<file path="src/rtl/usbh_crc_pkg.sv">
// Shared types and constants for the USB host CRC engine: mode/state enums,
// reflected polynomials, init and residue values, and output formatting helpers.
package usbh_crc_pkg;

   typedef enum logic {
      CRC_MODE5  = 1'b0,
      CRC_MODE16 = 1'b1
   } crc_mode_e;

   typedef enum logic [1:0] {
      ST_IDLE = 2'd0,
      ST_RUN  = 2'd1,
      ST_DONE = 2'd2
   } crc_state_e;

   localparam logic [4:0]  CRC5_POLY     = 5'h14;
   localparam logic [4:0]  CRC5_INIT     = 5'h1F;
   localparam logic [4:0]  CRC5_RESIDUE  = 5'h06;
   localparam logic [15:0] CRC16_POLY    = 16'hA001;
   localparam logic [15:0] CRC16_INIT    = 16'hFFFF;
   localparam logic [15:0] CRC16_RESIDUE = 16'hB001;

   // All-ones covers both modes; CRC5 only looks at the low five bits.
   localparam logic [15:0] CRC_REG_INIT  = {11'h7FF, CRC5_INIT} & CRC16_INIT;

   // Wire-order CRC as transmitted: complement of the raw register, CRC5 zero-extended.
   function automatic logic [15:0] crc_wire_fmt(input crc_mode_e mode, input logic [15:0] r);
      logic [15:0] f;
      case (mode)
         CRC_MODE16: f = ~r;
         CRC_MODE5:  f = {11'h000, ~r[4:0]};
         default:    f = 16'h0000;
      endcase
      return f;
   endfunction

   // Checker mode: after data plus received CRC, a clean packet leaves the fixed residue.
   function automatic logic crc_residue_match(input crc_mode_e mode, input logic [15:0] r);
      logic m;
      case (mode)
         CRC_MODE16: m = (r == CRC16_RESIDUE);
         CRC_MODE5:  m = (r[4:0] == CRC5_RESIDUE);
         default:    m = 1'b0;
      endcase
      return m;
   endfunction

endpackage

</file>
<file path="src/rtl/usbh_crc_step.sv">
// Combinational one-beat CRC update: unrolls DATA_W reflected shift steps,
// applying only the first nbits bits (bit0 first on the wire).
module usbh_crc_step
   import usbh_crc_pkg::*;
#(
   parameter int DATA_W = 8,
   parameter int NB_W   = $clog2(DATA_W + 1)
) (
   input  crc_mode_e         mode,
   input  logic [15:0]       crc_in,
   input  logic [DATA_W-1:0] data,
   input  logic [NB_W-1:0]   nbits,
   output logic [15:0]       crc_out
);

   logic [4:0]  r5_s;
   logic [15:0] r16_s;

   // Serial LFSR unrolled across the beat; bits at or beyond nbits leave the register untouched.
   always_comb begin
      r5_s  = crc_in[4:0];
      r16_s = crc_in;
      for (int i = 0; i < DATA_W; i++) begin
         r5_s  = (i < int'(nbits))
               ? ({1'b0, r5_s[4:1]} ^ (((r5_s[0] ^ data[i]) == 1'b1) ? CRC5_POLY : 5'h00))
               : r5_s;
         r16_s = (i < int'(nbits))
               ? ({1'b0, r16_s[15:1]} ^ (((r16_s[0] ^ data[i]) == 1'b1) ? CRC16_POLY : 16'h0000))
               : r16_s;
      end
      if (mode == CRC_MODE16) begin
         crc_out = r16_s;
      end else begin
         crc_out = {11'h000, r5_s};
      end
   end

endmodule

</file>
<file path="src/rtl/usbh_crc_engine.sv">
// USB host CRC5/CRC16 generator/checker: streams variable-width beats LSB first,
// pulses crc_valid_o with the wire-order CRC and residue check one cycle after the last beat.
module usbh_crc_engine
   import usbh_crc_pkg::*;
#(
   parameter  int DATA_W = 8,
   parameter  int CNT_W  = 16,
   localparam int NB_W   = $clog2(DATA_W + 1)
) (
   input  logic              clk_i,
   input  logic              rstn_i,
   input  logic              start_i,
   input  logic              mode_i,
   input  logic              abort_i,
   input  logic              valid_i,
   output logic              ready_o,
   input  logic [DATA_W-1:0] data_i,
   input  logic [NB_W-1:0]   nbits_i,
   input  logic              last_i,
   output logic              busy_o,
   output logic              crc_valid_o,
   output logic [15:0]       crc_o,
   output logic              residue_ok_o,
   output logic [CNT_W-1:0]  bit_cnt_o
);

   crc_state_e       state_r;
   crc_state_e       state_s;
   crc_mode_e        mode_r;
   crc_mode_e        step_mode_s;
   logic [15:0]      crc_r;
   logic [15:0]      step_crc_s;
   logic [15:0]      step_next_s;
   logic [15:0]      crc_out_r;
   logic             res_ok_r;
   logic             crc_valid_r;
   logic [CNT_W-1:0] bit_cnt_r;
   logic [CNT_W-1:0] bit_base_s;
   logic [CNT_W:0]   cnt_sum_s;
   logic [CNT_W-1:0] cnt_next_s;
   logic             ready_s;
   logic             accept_s;

   // Beat acceptance and step operands; a start cycle computes from the init value and new mode.
   always_comb begin
      ready_s     = (state_r == ST_RUN) | start_i;
      accept_s    = valid_i & ready_s;
      step_mode_s = (start_i == 1'b1) ? crc_mode_e'(mode_i) : mode_r;
      step_crc_s  = (start_i == 1'b1) ? CRC_REG_INIT : crc_r;
      bit_base_s  = (start_i == 1'b1) ? {CNT_W{1'b0}} : bit_cnt_r;
      cnt_sum_s   = {1'b0, bit_base_s} + {{(CNT_W + 1 - NB_W){1'b0}}, nbits_i};
      if (cnt_sum_s[CNT_W] == 1'b1) begin
         cnt_next_s = {CNT_W{1'b1}};
      end else begin
         cnt_next_s = cnt_sum_s[CNT_W-1:0];
      end
   end

   usbh_crc_step #(
      .DATA_W (DATA_W),
      .NB_W   (NB_W)
   ) u_step (
      .mode    (step_mode_s),
      .crc_in  (step_crc_s),
      .data    (data_i),
      .nbits   (nbits_i),
      .crc_out (step_next_s)
   );

   // Next-state logic: abort beats start, start beats the current state.
   always_comb begin
      state_s = state_r;
      if (abort_i == 1'b1) begin
         state_s = ST_IDLE;
      end else if (start_i == 1'b1) begin
         state_s = ((valid_i & last_i) == 1'b1) ? ST_DONE : ST_RUN;
      end else begin
         case (state_r)
            ST_IDLE: state_s = ST_IDLE;
            ST_RUN:  state_s = ((accept_s & last_i) == 1'b1) ? ST_DONE : ST_RUN;
            ST_DONE: state_s = ST_IDLE;
            default: state_s = ST_IDLE;
         endcase
      end
   end

   // State register.
   always_ff @(posedge clk_i or negedge rstn_i) begin
      if (!rstn_i) begin
         state_r <= ST_IDLE;
      end else begin
         state_r <= state_s;
      end
   end

   // CRC register, latched mode and saturating bit counter.
   always_ff @(posedge clk_i or negedge rstn_i) begin
      if (!rstn_i) begin
         crc_r     <= CRC_REG_INIT;
         mode_r    <= CRC_MODE5;
         bit_cnt_r <= {CNT_W{1'b0}};
      end else if (abort_i) begin
         crc_r     <= CRC_REG_INIT;
         bit_cnt_r <= {CNT_W{1'b0}};
      end else if (start_i | accept_s) begin
         mode_r    <= step_mode_s;
         crc_r     <= (accept_s == 1'b1) ? step_next_s : step_crc_s;
         bit_cnt_r <= (accept_s == 1'b1) ? cnt_next_s : bit_base_s;
      end else begin
         crc_r     <= crc_r;
         bit_cnt_r <= bit_cnt_r;
      end
   end

   // Result registers load on entry to DONE and hold until the next start or abort.
   always_ff @(posedge clk_i or negedge rstn_i) begin
      if (!rstn_i) begin
         crc_valid_r <= 1'b0;
         crc_out_r   <= 16'h0000;
         res_ok_r    <= 1'b0;
      end else begin
         crc_valid_r <= (state_s == ST_DONE);
         if (abort_i) begin
            crc_out_r <= 16'h0000;
            res_ok_r  <= 1'b0;
         end else if (state_s == ST_DONE) begin
            crc_out_r <= crc_wire_fmt(step_mode_s, step_next_s);
            res_ok_r  <= crc_residue_match(step_mode_s, step_next_s);
         end else if (start_i) begin
            crc_out_r <= 16'h0000;
            res_ok_r  <= 1'b0;
         end else begin
            crc_out_r <= crc_out_r;
            res_ok_r  <= res_ok_r;
         end
      end
   end

   assign ready_o      = ready_s;
   assign busy_o       = (state_r == ST_RUN);
   assign crc_valid_o  = crc_valid_r;
   assign crc_o        = crc_out_r;
   assign residue_ok_o = res_ok_r;
   assign bit_cnt_o    = bit_cnt_r;

endmodule

</file>
<file path="config.mk">
export PLATFORM = sky130hd
export DESIGN_NAME = usbh_crc_engine
export DESIGN_NICKNAME = d
export VERILOG_FILES = /design/src/rtl/usbh_crc_pkg.sv /design/src/rtl/usbh_crc_step.sv /design/src/rtl/usbh_crc_engine.sv
export SDC_FILE = /design/constraint.sdc
export NUM_CORES = 1
export LEC_CHECK = 0
export CORE_MARGIN = 2
export CORE_UTILIZATION = 42
export DETAILED_ROUTE_END_ITERATION = 8
export GPL_ROUTABILITY_DRIVEN = 1
export HOLD_SLACK_MARGIN = 0.15
export SETUP_SLACK_MARGIN = 0.05
export SYNTH_ARGS = -nofsm -noshare
export SYNTH_HDL_FRONTEND = slang
export SYNTH_SLANG_ARGS = --single-unit
export TNS_END_PERCENT = 10
</file>
<file path="constraint.sdc">
create_clock -name clk_i -period 9.1 [get_ports clk_i]
set_clock_uncertainty 0.2 [all_clocks]
set_input_delay 2.275 -clock clk_i [delete_from_list [all_inputs] [get_ports clk_i]]
set_output_delay 2.275 -clock clk_i [all_outputs]
set_load 0.02 [all_outputs]
</file>
# Word-level counts from Yosys, hierarchy flattened
# Cells that the tools add are included.
# word_totals
ram_bits,0
out_inout_bits,36
elab_cells,119
latchBits,0
rom_bits,0
ff_bits,53
mem_count,0
# op_classes
add_sub_neg,1
multipliers,0
n_eq_ne,4
n_lt_le_gt_ge,8
n_mux,56
div_mod_pow,0
shift,0
bitwise_logic,40
reduce_logical,3
# op_table
cell,count
$mux W16,29
$xor A15 B16 Y16,8
$mux W5,16
$xor A4 B5 Y5,8
$pmux W16 S2,1
$add A16 B4 Y17,1
$eq A16 B16 Y1 const B,1
$lt A3 B4 Y1 const A,4
$not A16 Y16,1
$xor A1 B1 Y1,15
$mux W2,5
$lt A1 B4 Y1 const A,2
$lt A2 B4 Y1 const A,2
$eq A5 B3 Y1 const B,1
$not A5 Y5,1
$mux W1,4
$and A1 B1 Y1,3
$reduce_bool A3 Y1,1
$eq A2 B1 Y1 const B,1
$eq A2 B2 Y1 const B,1
$not A1 Y1,2
$or A1 B1 Y1,2
$pmux W1 S2,1
$reduce_and A2 Y1,1
$reduce_bool A2 Y1,1

# Logic depth before layout (Yosys ltp)
# Gate-level depths: netlist of the first run.
# logic_depth
word_depth,38
mapped_depth,21
depth_no_buf,14

# Cells and area by module
# A second synthesis of the first run with hierarchy kept.
# hier_totals
hier_cells,715
area_unflattened_um2,5609.1
# modules_own_cells
mod,cells_per_inst,n_inst,seq_area_each_um2,area_per_inst_um2
usbh_crc_step,415,1,0.0,2808.9
usbh_crc_engine,300,1,1346.3,2800.2

# Least setup slack after synthesis of the first run
# OpenSTA, ideal clock, no wires.
# synth_timing
kind,input to register
start,input start_i
end,register bit_cnt_r[13] (netlist: bit_cnt_o[13])
t_arrival_ns,5.651
n_path_buf,8
required_ns,8.806
setup_slack_ns,3.155
stages,20
path_cell_list,buf_4 -> buf_6 -> buf_2 -> buf_2 -> buf_2 -> buf_2 -> buf_1 -> buf_1 -> nor2b_1 -> ha_1 -> inv_1 -> fa_1 -> inv_1 -> a21o_1 -> a21oi_1 -> nor4_1 -> a21oi_1 -> nand3_1 -> o21ai_0 -> a211oi_1
# synth_via
elab_chain_cells,6
word_cells_on_any_way,10
classes_between,add/sub: 1; mux: 5; bitwise: 3; reduce/logical: 1
# synth_lines
element,line_no,source
from (decl),usbh_crc_engine.sv:12,"input logic start_i,"
$mux W16,usbh_crc_engine.sv:50,bit_base_s = (start_i == 1'b1) ? {CNT_W{1'b0}} : bit_cnt_r;
$add A16 B4 Y17,usbh_crc_engine.sv:51,"cnt_sum_s = {1'b0, bit_base_s} + {{(CNT_W + 1 - NB_W){1'b0}}, nbits_i};"
$mux W16,usbh_crc_engine.sv:52,if (cnt_sum_s[CNT_W] == 1'b1) begin
$mux W16,usbh_crc_engine.sv:108,bit_cnt_r <= (accept_s == 1'b1) ? cnt_next_s : bit_base_s;
$mux W16,usbh_crc_engine.sv:105,end else if (start_i | accept_s) begin
$mux W16,usbh_crc_engine.sv:102,end else if (abort_i) begin
to (signal assigned),usbh_crc_engine.sv:101,bit_cnt_r <= {CNT_W{1'b0}};
to (signal assigned),usbh_crc_engine.sv:104,bit_cnt_r <= {CNT_W{1'b0}};
to (signal assigned),usbh_crc_engine.sv:108,
to (decl),usbh_crc_engine.sv:37,logic [CNT_W-1:0] bit_cnt_r;
# Parallel ways exist; a longest one is shown, timed or not. The select of a mux whose other input is x is not followed.
# A chain may end at the register's enable or synchronous reset.

# Final worst setup path of the first run
# layout_timing
start,input nbits_i[2]
end,register res_ok_r (netlist: residue_ok_o)
# layout_via
elab_chain_cells,35
word_cells_on_any_way,72
classes_between,order compare: 8; eq/ne: 2; mux: 34; bitwise: 28
# layout_lines
element,line_no,source
from (decl),usbh_crc_engine.sv:18,"input logic [NB_W-1:0] nbits_i,"
$lt A1 B4 Y1,"usbh_crc_step.sv:24, usbh_crc_step.sv:27",
$mux W16,usbh_crc_step.sv:28,"? ({1'b0, r16_s[15:1]} ^ (((r16_s[0] ^ data[i]) == 1'b1) ? CRC16_POLY : 16'h0000))"
$xor A1 B1 Y1,usbh_crc_step.sv:28,
$mux W16,usbh_crc_step.sv:28,
$xor A15 B16 Y16,usbh_crc_step.sv:28,
$mux W16,usbh_crc_step.sv:28,
$xor A1 B1 Y1,usbh_crc_step.sv:28,
$mux W16,usbh_crc_step.sv:28,
[... 19 more ...],n/a,
$mux W16,usbh_crc_step.sv:28,
$xor A15 B16 Y16,usbh_crc_step.sv:28,
$mux W16,usbh_crc_step.sv:28,
$mux W16 *,usbh_crc_step.sv:31,if (mode == CRC_MODE16) begin
$eq A16 B16 Y1 or $eq A5 B3 Y1 (tied branches),"usbh_crc_pkg.sv:41, usbh_crc_pkg.sv:42",
$pmux W1 S2 *,usbh_crc_pkg.sv:40,case (mode)
$mux W1 *,usbh_crc_engine.sv:126,end else if (state_s == ST_DONE) begin
$mux W1 *,usbh_crc_engine.sv:123,if (abort_i) begin
to (signal assigned),usbh_crc_engine.sv:128,"res_ok_r <= crc_residue_match(step_mode_s, step_next_s);"
to (signal assigned),usbh_crc_engine.sv:134,res_ok_r <= res_ok_r;
to (decl),usbh_crc_engine.sv:35,logic res_ok_r;
# Every way passes the cells marked *; elsewhere a longest branch is shown, timed or not.

==> reports/qor.log, run 1 <==
INFO  sta            tcrit_tclk_final=0.733
INFO  critical_path  worst-setup-path-type=in2reg
INFO  final_layout   flow.area_growth_from_synthesis=10.7%
INFO  route          dr_pass1_iterations=6
INFO  power          internal_power=0.513mW
INFO  final_layout   nNetsFinal=815
INFO  synthesis      mean_instance_size_in_the_synthesized_netlist=7.76um2
INFO  clock_tree     holdBufCountCts=0
INFO  die            die_height=125um
INFO  power          share_seq_of_total_power=0.303
INFO  final_layout   drive_above_1_share=0.104
INFO  route          initialDrtViolationCount=783
INFO  worst_hold_path worst_min_delay_path_endpoint=crc_o[5]$_DFFE_PN0P_
INFO  critical_path  setup.worst_path.end_class=register
INFO  clock_tree     path_clk_slew=0.07ns
INFO  grt            gr-usage-all-layers=0.281
INFO  power          power_switching_share=0.426
INFO  critical_path  cp_cell_sequence=clkdlybuf4s50_1, nor3_2, nor3_4, xnor2_1, a21oi_2, xnor3_1, o21ai_1, o21bai_1, a31o_2, and2_1, a32oi_1, a21bo_1
INFO  critical_path  required=9.09ns
INFO  clock_tree     clk-insertion-delay-late=0.30ns
INFO  route          drc_errors=0
INFO  route          total_via_count_after_detailed_routing=6439
INFO  power          power.switching=0.382mW
INFO  die            floorplan.die_area=0.0155mm2
INFO  power          power.density_cell_area=132mW/mm2
INFO  worst_hold_path hold_path_startpoint=crc_o[5]$_DFFE_PN0P_
INFO  clock_tree     clock_tree.root_cell=sky130_fd_sc_hd__clkbuf_16
INFO  synthesis      synth_edf_count=0
INFO  critical_path  startpoint_type=primary input
INFO  die            chipWidth=125um
INFO  synthesis      asyncSetResetFlopFracSynth=1.00
INFO  grt            grt-ovfl-total=0
INFO  synthesis      ys_seq_area_frac=0.221
INFO  critical_path  cp_data_arrival_time=6.66ns
INFO  synthesis      synth_area=0.00610mm2
INFO  sta            fmaxAchievable=150MHz
INFO  placement      final_replace_weighted_congestion=0.976
INFO  outcome        status=completed
INFO  power          clock_power_share=0.218
INFO  synthesis      syn_inst=786
INFO  clock_tree     cts_buffer_depth=2
INFO  grt            grt_max_degree=54
INFO  placement      place.port_buffers=54
INFO  grt            grt_pass1_vias=6269
INFO  sta            finalSetupViolations=0
INFO  clock_tree     tritoncts=done
INFO  sta            timing_hold_violations_final=0
INFO  worst_hold_path hold_path.class=reg2reg
INFO  synthesis      netlist_top_cells_area=sky130_fd_sc_hd__dfrtp_1 (15%), sky130_fd_sc_hd__dfstp_2 (6.9%), sky130_fd_sc_hd__xnor2_1 (4.7%)
INFO  sta            setup_repair_after_global_routing_missed_its_margin=false
INFO  placement      dp_slack=2.16ns
INFO  route          wl_per_cell=22.4um
INFO  sta            finalWorstPathRequiredPeriod=6.67ns
INFO  synthesis      synth_common_cells=sky130_fd_sc_hd__nand2_1 (74), sky130_fd_sc_hd__nor2_1 (69), sky130_fd_sc_hd__o21ai_0 (57), sky130_fd_sc_hd__a21oi_1 (45), sky130_fd_sc_hd__dfrtp_1 (37)
INFO  worst_hold_path worst_hold_path.num_cells=1
INFO  route          antenna_violation_net_count_after_detailed_routing=0
INFO  synthesis      mappedNetlistNets=810
INFO  die            starting_density=0.425
INFO  critical_path  timing.critical_path.slowest_cell_delay=0.97ns
INFO  final_layout   antennaDiodeCount=0
INFO  clock_tree     cts_inserted_buffers=5
INFO  die            std_cell_rows=44
INFO  synthesis      synthFlopType=sky130_fd_sc_hd__dfrtp_1
INFO  die            coreArea=0.0144mm2
INFO  synthesis      synth_seq_cells=53
INFO  power          comb_power_share=0.479
INFO  synthesis      synth_warnings=0
INFO  critical_path  crit-reg2reg-launch=crc_r[0]$_DFFE_PN1P_
INFO  grt            grt_pass1_wl=35.3mm
INFO  grt            grt_antenna_before_repair=0
INFO  critical_path  worst-r2r-setup-slack=5.14ns
INFO  synthesis      synth_area_leader_cell=sky130_fd_sc_hd__dfrtp_1
INFO  placement      dp.final_hpwl=15.7mm
INFO  critical_path  worstReg2RegEnd=residue_ok_o$_DFFE_PN0P_
INFO  critical_path  ff2ff_path_depth=11
INFO  sta            final.setup.tns=0ns
INFO  route          routed_wirelength=21.9mm
INFO  run            cap_violations=0
INFO  clock_tree     postCtsSetupRepairBufs=0
INFO  clock_tree     cts_num_sinks=53
INFO  clock_tree     cts_resized=0
INFO  clock_tree     clock_tree.htree_level_count=2
INFO  die            top_level_ports=55
INFO  synthesis      synth_most_common_cell=sky130_fd_sc_hd__nand2_1
INFO  sta            slew-limit-headroom=0.283
INFO  critical_path  worst_path_max_delay_cell=sky130_fd_sc_hd__nor3_2
INFO  sta            finalMaxSlewViolations=0
INFO  power          max-vdd-ir-drop=0.134mV
INFO  synthesis      synthDistinctLibCells=97
INFO  route          viasPerCell=6.60
INFO  synthesis      proportion_of_netlist_area_held_by_the_largest_area_contributor=0.152
INFO  sta            max_slew.worst_pin.slew=1.07ns
INFO  sta            setup_slack=2.43ns
INFO  critical_path  worstPathMaxFanout=27
INFO  power          power.static_leakage=2.59nW
-- cell type report --
cell class | instances | area (um2)
well taps | 184 | 230
repair buffers | 65 | 603
multi-input cells | 647 | 4360
clock buffers | 5 | 125
inverters | 19 | 71.3
flip-flops and latches | 53 | 1350
fillers | 1461 | 7610
clock inverters | 3 | 22.5
-- layout by cell type (no fill, tap or decap), types with 18 or more instances in the layout --
master                            Yosys  final
sky130_fd_sc_hd__nand2_1             74     74
sky130_fd_sc_hd__nor2_1              69     69
sky130_fd_sc_hd__o21ai_0             57     57
sky130_fd_sc_hd__clkdlybuf4s50_1      0     50
sky130_fd_sc_hd__a21oi_1             45     45
sky130_fd_sc_hd__dfrtp_1             37     37
sky130_fd_sc_hd__xnor2_1             33     33
sky130_fd_sc_hd__nor3_1              31     31
sky130_fd_sc_hd__nand3_1             26     26
sky130_fd_sc_hd__a211oi_1            24     24
sky130_fd_sc_hd__nor2b_1             18     18
sky130_fd_sc_hd__mux2i_1             18     18
-- per-stage QoR --
step	cells	hold slack [ns]	instance area (um2)	utilization	power, mW
after floorplan	786	0.293	6100	-	0.571
final	976	0.282	6760	0.470	0.895
after global placement	968	0.262	6610	0.460	0.691
after CTS	976	0.290	6760	0.470	0.891
after global routing	976	0.323	6760	0.470	0.939
after detailed placement	968	0.273	6610	0.460	0.692
-- worst max-delay path by stage --
stage	from	to	slack (ns)	cells past startpoint
CTS	nbits_i[2]	residue_ok_o$_DFFE_PN0P_	2.51	12
global placement	nbits_i[2]	residue_ok_o$_DFFE_PN0P_	2.23	12
global route	nbits_i[2]	crc_r[13]$_DFFE_PN1P_	2.13	12
detailed placement	nbits_i[2]	residue_ok_o$_DFFE_PN0P_	2.16	12
finish	nbits_i[2]	residue_ok_o$_DFFE_PN0P_	2.43	12
floorplan	start_i	bit_cnt_o[13]$_DFFE_PN0P_	3.16	20
-- registers in the layout, indices dropped and copies added (netlist names) --
register and cells:
bit_cnt_o 16, crc_o 16, crc_r 16, state_r 2
crc_valid_o 1, mode_r 1, residue_ok_o 1
-- worst max-delay path, delay by kind of cell --
kind                   cells  cell delay [ns]
AO/OA/AOI/OAI              6             1.43
XOR/XNOR                   2             0.63
buffers and inverters      1             0.95
AND/OR/NAND/NOR            3             1.35
-- power by group through the flow --
stage	combinational (mW)	sequential [mW]	clock (mW)
after CTS	0.421	0.270	0.199
after detailed placement	0.417	0.275	0
after global routing	0.462	0.273	0.205
after floorplan	0.307	0.265	0
final	0.429	0.271	0.195
after global placement	0.416	0.275	0
-- cells by family (layout without fill, tap and decap cells) --
logic type | after synthesis | count (layout) | synth area share
and+or+nand+nor | 294 | 294 | 0.246
AOI/OAI and AO/OA | 267 | 267 | 0.308
buffers and inverters | 86 | 92 | 0.0650
xor gates and xnor gates | 56 | 56 | 0.100
DFF | 53 | 53 | 0.221
muxes | 25 | 25 | 0.0486
adders and majority gates | 5 | 5 | 0.0115
-- layer usage --
layer  track usage  vias up  part of all wire
met5             0        -                 0
met4         0.148        0             0.050
met3        0.0430       81             0.080
met2         0.431      346              0.45
met1         0.381     3062              0.42
li1              -     2950                 -
(Power assumes the default switching activity.)
==> run 2, diff against run 1 <==
- clock period: 9.1 -> 6.3 ns (I/O delays scaled with it)
==> run 2 against run 1 <==
Effect of this change:
- design area up 2.0%
- hold slack better by 0.0049 ns
- first-iteration DRC count down 6.3%
- count of clock-buffer cells in the layout unchanged
- flip-flop and latch count unchanged
- critical path depth up 1
- cell count up 1.8%
- register-to-register slack worse by 2.9 ns
- non-clock buffer count up 18
- wire length up 5.7%
- combinational power up 49%
==> reports/qor.log, run 2 (synthesized netlist as in run 1, its figures left out) <==
INFO  grt            grt_antenna_before_repair=0
INFO  die            top_level_ports=55
INFO  critical_path  setup.worst_path.end_class=register
INFO  critical_path  worstPathMaxFanout=22
INFO  clock_tree     postCtsSetupRepairBufs=0
INFO  worst_hold_path hold_path.class=reg2reg
INFO  sta            tcrit_tclk_final=0.853
INFO  route          routed_wirelength=23.1mm
INFO  run            cap_violations=0
INFO  power          power.density_cell_area=190mW/mm2
INFO  clock_tree     path_clk_slew=0.07ns
INFO  clock_tree     cts_inserted_buffers=5
INFO  critical_path  cp_data_arrival_time=5.37ns
INFO  clock_tree     clk-insertion-delay-late=0.30ns
INFO  placement      final_replace_weighted_congestion=1.01
INFO  die            starting_density=0.425
INFO  grt            grt_pass1_wl=36.1mm
INFO  critical_path  required=6.29ns
INFO  die            chipWidth=125um
INFO  placement      place.port_buffers=54
INFO  power          max-vdd-ir-drop=0.192mV
INFO  sta            finalMaxSlewViolations=0
INFO  power          power.static_leakage=2.67nW
INFO  sta            timing_hold_violations_final=0
INFO  sta            max_slew.worst_pin.slew=1.06ns
INFO  sta            finalWorstPathRequiredPeriod=5.37ns
INFO  final_layout   drive_above_1_share=0.123
INFO  placement      dp.final_hpwl=16.7mm
INFO  critical_path  startpoint_type=primary input
INFO  route          antenna_violation_net_count_after_detailed_routing=0
INFO  outcome        status=completed
INFO  die            coreArea=0.0144mm2
INFO  route          dr_pass1_iterations=5
INFO  clock_tree     tritoncts=done
INFO  die            std_cell_rows=44
INFO  grt            grt_pass1_vias=6292
INFO  final_layout   final_cell_mix=sky130_fd_sc_hd__nand2_1 (74), sky130_fd_sc_hd__nor2_1 (69), sky130_fd_sc_hd__o21ai_0 (57), sky130_fd_sc_hd__clkdlybuf4s50_1 (50), sky130_fd_sc_hd__a21oi_1 (45)
INFO  clock_tree     clock_tree.root_cell=sky130_fd_sc_hd__clkbuf_16
INFO  die            die_height=125um
INFO  clock_tree     clock_tree.htree_level_count=2
INFO  sta            finalSetupViolations=0
INFO  final_layout   mostFrequentLayoutCell=sky130_fd_sc_hd__nand2_1
INFO  clock_tree     cts_num_sinks=53
INFO  die            floorplan.die_area=0.0155mm2
INFO  route          drc_errors=0
INFO  route          viasPerCell=6.55
INFO  grt            grt_max_degree=54
INFO  final_layout   nNetsFinal=833
INFO  sta            worst_hold_slack=0.287ns
INFO  sta            slew-limit-headroom=0.292
INFO  critical_path  worst-r2r-setup-slack=2.19ns
INFO  sta            setup_repair_after_global_routing_missed_its_margin=false
INFO  sta            fmaxAchievable=186MHz
INFO  route          wl_per_cell=23.3um
INFO  grt            gr-usage-all-layers=0.290
INFO  clock_tree     cts_resized=0
INFO  final_layout   flow.area_growth_from_synthesis=12.9%
INFO  route          initialDrtViolationCount=734
INFO  final_layout   filler_instances=1420
INFO  critical_path  worst-setup-path-type=in2reg
INFO  final_layout   postLayoutCoreUtil=0.480
INFO  clock_tree     cts_buffer_depth=2
INFO  clock_tree     holdBufCountCts=0
INFO  route          total_via_count_after_detailed_routing=6514
INFO  final_layout   antennaDiodeCount=0
INFO  grt            grt-ovfl-total=0
INFO  sta            final.setup.tns=0ns
run 2: changes by cell type in the layout (fill, tap and decap cells not counted):
cell / change
sky130_fd_sc_hd__clkinv_4: -2
sky130_fd_sc_hd__clkinvlp_4: +1
sky130_fd_sc_hd__buf_4: +18
sky130_fd_sc_hd__inv_6: +1
run 2: final timing paths:
check / from / end / cells after the start
min in group asynchronous: rstn_i / crc_o[13]$_DFFE_PN0P_ / 2
min: crc_o[10]$_DFFE_PN0P_ / crc_o[10]$_DFFE_PN0P_ / 2
min reg2reg: crc_o[10]$_DFFE_PN0P_ / crc_o[10]$_DFFE_PN0P_ / 2
max: nbits_i[1] / residue_ok_o$_DFFE_PN0P_ / 13
max in group asynchronous: rstn_i / bit_cnt_o[4]$_DFFE_PN0P_ / 2
max reg2reg: crc_r[0]$_DFFE_PN1P_ / residue_ok_o$_DFFE_PN0P_ / 11
run 2: worst max-delay path, cell delays in order:
cell and delay [ns]:
sky130_fd_sc_hd__clkdlybuf4s50_1 0.67, sky130_fd_sc_hd__buf_4 0.34, sky130_fd_sc_hd__clkinv_1 0.36, sky130_fd_sc_hd__a21oi_1 0.21, sky130_fd_sc_hd__o21ai_0 0.21, sky130_fd_sc_hd__a21bo_2 0.27
sky130_fd_sc_hd__and3b_1 0.18, sky130_fd_sc_hd__a2111oi_2 0.37, sky130_fd_sc_hd__xnor2_1 0.31, sky130_fd_sc_hd__mux2i_1 0.20, sky130_fd_sc_hd__o2111a_1 0.29, sky130_fd_sc_hd__and4_1 0.21
sky130_fd_sc_hd__a21bo_1 0.16
run 2: final cells by class:
type	instances	area, um2	share of cell area
Sequential cell	53	1350	0.195
Clock inverter	3	21.3	0.00309
Inverter	19	71.3	0.0103
Tap cell	184	230	0.0334
Timing Repair Buffer	83	738	0.107
Clock buffer	5	125	0.0182
Multi-Input combinational cell	647	4360	0.633
run 2: per-layer routing:
| layer | up-vias | global-route usage | wire [um] |
|---|---|---|---|
| met5 | - | 0 | 0 |
| met1 | 3170 | 0.403 | 10000 |
| li1 | 2971 | - | - |
| met3 | 52 | 0.0266 | 1650 |
| met2 | 321 | 0.465 | 10700 |
| met4 | 0 | 0.116 | 778 |
run 2: report_power, final:
part / total (mW) / internal, mW / switching, mW
clock: 0.282 / 0.148 / 0.134
combinational: 0.639 / 0.240 / 0.399
sequential: 0.392 / 0.362 / 0.0297
total: 1.31 / 0.750 / 0.562
run 2: stage by stage:
stage          instances  worst slack (ns)  power (mW)  instance area (um2)
6_report             994             0.926        1.31                 6890
5_1_grt              994             0.703        1.37                 6890
4_1_cts              994             0.961        1.30                 6890
3_5_place_dp         986             0.665        1.02                 6750
3_3_place_gp         986             0.623        1.01                 6750
2_1_floorplan        786              1.06       0.825                 6100
